==> config.mk <==
export PLATFORM = sky130hd
export DESIGN_NAME = pipelined_adder
export DESIGN_NICKNAME = d
export VERILOG_FILES = /design/src/rtl/adder_pkg.sv /design/src/rtl/adder1.sv /design/src/rtl/adder_chunk.sv /design/src/rtl/pipelined_adder.sv
export SDC_FILE = /design/constraint.sdc
export NUM_CORES = 1
export LEC_CHECK = 0
export CORE_MARGIN = 2
export CORE_UTILIZATION = 45
export DETAILED_ROUTE_END_ITERATION = 16
export GPL_ROUTABILITY_DRIVEN = 0
export PLACE_DENSITY = 0.76
export REMOVE_ABC_BUFFERS = 1
export SYNTH_ARGS = -nofsm -noshare
export SYNTH_HDL_FRONTEND = slang
export SYNTH_SLANG_ARGS = --single-unit
==> constraint.sdc <==
create_clock -name clk -period 3.7 [get_ports clk]
set_input_delay 0.74 -clock clk [delete_from_list [all_inputs] [get_ports clk]]
set_output_delay 0.74 -clock clk [all_outputs]
set_load 0.02 [all_outputs]
==> src/rtl/adder_pkg.sv <==
// Shared helpers for the pipelined ripple-carry adder: chunk width and per-stage control record.
package adder_pkg;

  function automatic int stage_width(input int n, input int stages);
    return (stages > 0) ? n / stages : n;
  endfunction

  // Control part of every stage register; the data slices are sized by the top's N.
  typedef struct packed {
    logic valid;
    logic carry;
    logic msb_cin;
  } stage_ctl_t;

endpackage

==> src/rtl/adder1.sv <==
// Single-bit full adder cell, the building block of every carry chunk.
module adder1 (
  input  logic a,
  input  logic b,
  input  logic c_in,
  output logic sum,
  output logic c_out
);

  assign sum   = a ^ b ^ c_in;
  assign c_out = (a & b) | (c_in & (a ^ b));

endmodule

==> src/rtl/adder_chunk.sv <==
// Combinational W-bit ripple of adder1 cells; also exposes the carry into its top bit.
module adder_chunk #(
  parameter int W = 4
) (
  input  logic [W-1:0] a,
  input  logic [W-1:0] b,
  input  logic         c_in,
  output logic [W-1:0] sum,
  output logic         c_out,
  output logic         c_msb
);

  logic [W:0] carry;

  assign carry[0] = c_in;

  for (genvar i = 0; i < W; i++) begin : g_bit
    adder1 u_fa (
      .a    (a[i]),
      .b    (b[i]),
      .c_in (carry[i]),
      .sum  (sum[i]),
      .c_out(carry[i+1])
    );
  end

  assign c_out = carry[W];
  assign c_msb = carry[W-1];

endmodule

==> src/rtl/pipelined_adder.sv <==
// N-bit ripple-carry adder split into STAGES carry chunks, one register stage per chunk,
// with a valid/ready handshake and carry-out / signed-overflow reporting.
module pipelined_adder
  import adder_pkg::*;
#(
  parameter int N      = 8,
  parameter int STAGES = 2
) (
  input  logic         clk,
  input  logic         rst,
  input  logic         i_valid,
  output logic         o_ready,
  input  logic [N-1:0] a,
  input  logic [N-1:0] b,
  input  logic         c_in,
  output logic         o_valid,
  input  logic         i_ready,
  output logic [N-1:0] sum,
  output logic         c_out,
  output logic         overflow
);

  localparam int W = stage_width(N, STAGES);

  if ((STAGES < 1) || (STAGES > N) || ((N % STAGES) != 0)) begin : g_bad_params
    $error("pipelined_adder: STAGES must divide N and satisfy 1 <= STAGES <= N");
  end

  typedef struct packed {
    stage_ctl_t   ctl;
    logic [N-1:0] sum_lo;
    logic [N-1:0] a_hi;
    logic [N-1:0] b_hi;
  } stage_t;

  stage_t st  [STAGES];
  stage_t nxt [STAGES];
  logic   advance;

  // Handshake: input transfers on a rising edge with i_valid & o_ready, output transfers
  // with o_valid & i_ready; all stages shift together whenever the last stage can drain.
  assign advance = !o_valid || i_ready;
  assign o_ready = advance;

  for (genvar k = 0; k < STAGES; k++) begin : g_stage
    logic [N-1:0] op_a;
    logic [N-1:0] op_b;
    logic [N-1:0] sum_in;
    logic [N-1:0] sum_new;
    logic         cin;
    logic         vin;
    logic [W-1:0] chunk_sum;
    logic         chunk_cout;
    logic         chunk_cmsb;

    if (k == 0) begin : g_first
      assign op_a   = a;
      assign op_b   = b;
      assign sum_in = '0;
      assign cin    = c_in;
      assign vin    = i_valid;
    end else begin : g_next
      assign op_a   = st[k-1].a_hi;
      assign op_b   = st[k-1].b_hi;
      assign sum_in = st[k-1].sum_lo;
      assign cin    = st[k-1].ctl.carry;
      assign vin    = st[k-1].ctl.valid;
    end

    adder_chunk #(.W(W)) u_chunk (
      .a    (op_a[k*W +: W]),
      .b    (op_b[k*W +: W]),
      .c_in (cin),
      .sum  (chunk_sum),
      .c_out(chunk_cout),
      .c_msb(chunk_cmsb)
    );

    always_comb begin
      sum_new             = sum_in;
      sum_new[k*W +: W]   = chunk_sum;
    end

    assign nxt[k] = '{ctl:    '{valid: vin, carry: chunk_cout, msb_cin: chunk_cmsb},
                      sum_lo: sum_new,
                      a_hi:   op_a,
                      b_hi:   op_b};
  end

  always_ff @(posedge clk or negedge rst) begin
    if (!rst) begin
      for (int k = 0; k < STAGES; k++) st[k] <= '0;
    end else if (advance) begin
      for (int k = 0; k < STAGES; k++) st[k] <= nxt[k];
    end
  end

  assign o_valid  = st[STAGES-1].ctl.valid;
  assign sum      = st[STAGES-1].sum_lo;
  assign c_out    = st[STAGES-1].ctl.carry;
  assign overflow = st[STAGES-1].ctl.carry ^ st[STAGES-1].ctl.msb_cin;

endmodule
==> flow_summary.ini <==
[route]
remaining_drc_errors = 0
wl_mm = 1.92
antenna_left = 0
dr.pass1.iters = 2
drt_iter0_drc = 3
vias = 689
vias_per_cell = 4.69
routedWlPerCell_um = 13.0

[hold_path]
holdPathEnd = o_valid
hold_depth = 1
hold_start = g_stage[1].vin
hold_class = reg -> reg

[placement]
portBuffers = 32
dp_cells = 143
dp_hpwl_mm = 1.48

[clock_network]
clkTransAtPathRegs_ps = 130
cts_inserted_buffers = 3
cts_resized = 0
cts_root_buffer = clkbuf_4
postCtsSetupRepairBufs = 0
worst_skew_pair.late_latency_ps = 310
clock-sinks = 25
clockBufferDepth = 2
h-tree-depth = 1
cts_tree = built
hold_buffers = 0

[floorplan]
io_pins = 33
rows = 19
dieHeight_um = 57.7
core_sq_um = 2760
die_w_um = 57.7
dieArea_sq_um = 3330
initial_core_util_pct = 47.0

[setup_path]
r2r_end = sum[7]
r2r_start = g_stage[1].cin
worst-r2r-setup-slack_ps = 1380
cpMaxStageDelayCell = clkdlybuf4s50_1
worst-path-buf-inv = 2
cp_top_family = buffers and inverters
crit_fanout = 5
cp-end-kind = primary output
worstRegToRegCells = 9
crit_path_max_incr_delay_ps = 600
critical_path_required_ps = 2960
cp_data_arrival_time_ps = 2090
startpoint_type = input port
criticalPathCategory = in -> out
crit_top_cell = clkdlybuf4s50_1
crit_chain = clkdlybuf4s50_1, nand2b_4, clkdlybuf4s50_1

[sta]
tns_ps = 0
tightest_slew_ps = 1070
relSlewSlack_pct = 28.4
fmax_ghz = 0.354
final.setup_skew_ps = 2.85
setup_viol = 0
final.period_utilization_pct = 76.4
rsz0062_at_grt = false
hold_viol = 0
finalMaxSlewViolations = 0
whs_ps = 504
finalCriticalPeriod_ps = 2830

[logic_synthesis]
synthCells = 90
synth-main-ff-cell = dfrtp_1
synth_edf_count = 0
synth_most_common_cell = dfrtp_1
avgSynthCellArea_sq_um = 14.4
yosys.area.top_type = dfrtp_1
synth_area_sq_um = 1300
ys_seq_area_share_pct = 48.3
synth_cell_types = 14
ys_ff_latch = 25
synth_area_leaders = dfrtp_1 48%, mux2_4 15%, fa_1 12%, mux2_2 5.2%, buf_4 4.6%
ys_top_cells_by_count = 25 x dfrtp_1, 15 x inv_1, 13 x mux2_4
synthArstFlopShare_pct = 100
synth_warnings = 0
synth_top_area_share_pct = 48.3

[pwr]
pwr-share-comb_pct = 39.8
clockPowerShare_pct = 14.2
switching_share_pct = 31.3
ir_drop_mv = 0.369
p_per_area_nw_per_um2 = 520
seqPwrFrac_pct = 46.1
leakage_nw = 0.746
power.internal_mw = 0.567
power.net_switching_mw = 0.259

[layout]
final.fill_count = 231
drive_gt1_share_pct = 21.6
diodes = 0
finalNetCount = 146
syn_to_final_growth_pct = 22.5
stdcell_count = 147
finalCoreUtilization_pct = 57.6

[grt]
track_usage_pct = 12.9
grt_pass1_wl_mm = 3.22
grt_pass1_vias = 730
gr-total-overflow = 0
grt_max_degree = 26
antenna_found_initial = 0

[job]
drv_cap = 0

[run_status]
status = complete, no violations
-- worst max-delay path by stage --
stage / startpoint / endpoint / depth (start not counted)
after global routing: i_ready / o_ready / 3
after global placement: a[0] / g_stage[1].sum_in[3] / 9
after floorplan: a[0] / g_stage[1].sum_in[3] / 8
final: i_ready / o_ready / 3
after detailed placement: b[0] / g_stage[1].sum_in[3] / 9
after CTS: i_ready / o_ready / 3
-- placed cells by master, fill, tap and decap left out, drive strengths merged, types with 2 or more instances in the layout --
cell / instances
a21oi: 4
clkbuf: 3
clkdlybuf4s50: 32
dfrtp: 25
fa: 8
inv: 15
mux2: 19
nand2b: 2
nor3b: 4
-- worst reg2reg max path, cell delays in order (launching register included) --
cell,delay [ps]
dfrtp_1,350
inv_1,60
fa_1,410
inv_1,70
fa_1,160
inv_1,50
fa_1,360
inv_1,120
fa_1,400
mux2_4,260
-- layer usage --
layer / share of wire [%] / up-vias / track usage, %
met3: 5.5 / 2 / 3.13
li1: - / 326 / -
met4: 0.99 / 0 / 4.98
met2: 49 / 17 / 20.5
met5: 0 / - / 0
met1: 44 / 344 / 17.4
-- state kept, by name, summed over array words and instances (netlist names) --
name            flops
c_out               1
g_stage.cin         1
g_stage.op_a        4
g_stage.op_b        4
g_stage.sum_in      4
g_stage.vin         1
o_valid             1
st                  1
sum                 8
-- final cells by class --
cell class / instances / area (sq um) / area share (%)
sequential: 25 / 626 / 39.4
multi-input combinational: 39 / 512 / 32.2
timing repair buffer: 33 / 328 / 20.6
inverter: 15 / 56.3 / 3.55
tap: 31 / 38.8 / 2.44
clock buffer: 3 / 22.5 / 1.42
clock inverter: 1 / 5.00 / 0.315
-- stage by stage --
stage	total power, mW	setup WS [ps]	instance area (sq um)
3_5_place_dp	0.719	818	1560
2_1_floorplan	0.567	1320	1190
3_3_place_gp	0.711	871	1560
5_1_grt	0.883	849	1590
6_report	0.826	874	1590
4_1_cts	0.840	869	1590
-- kinds of logic after synthesis --
group,after synthesis,share of synthesized area [%]
flops,25,48.3
simple gates,6,3.86
buf+inv,26,12.3
mux,20,21.0
compound gates,4,1.54
xor+xnor,1,0.676
fa+ha+maj,8,12.4
-- power by group through the flow --
stage	Combinational, mW	Clock [mW]	Sequential, mW
finish	0.328	0.117	0.380
global route	0.357	0.137	0.390
CTS	0.334	0.124	0.381
detailed placement	0.333	0	0.386
global placement	0.326	0	0.385
floorplan	0.140	0	0.427
Power figures use the tool's default switching activity.
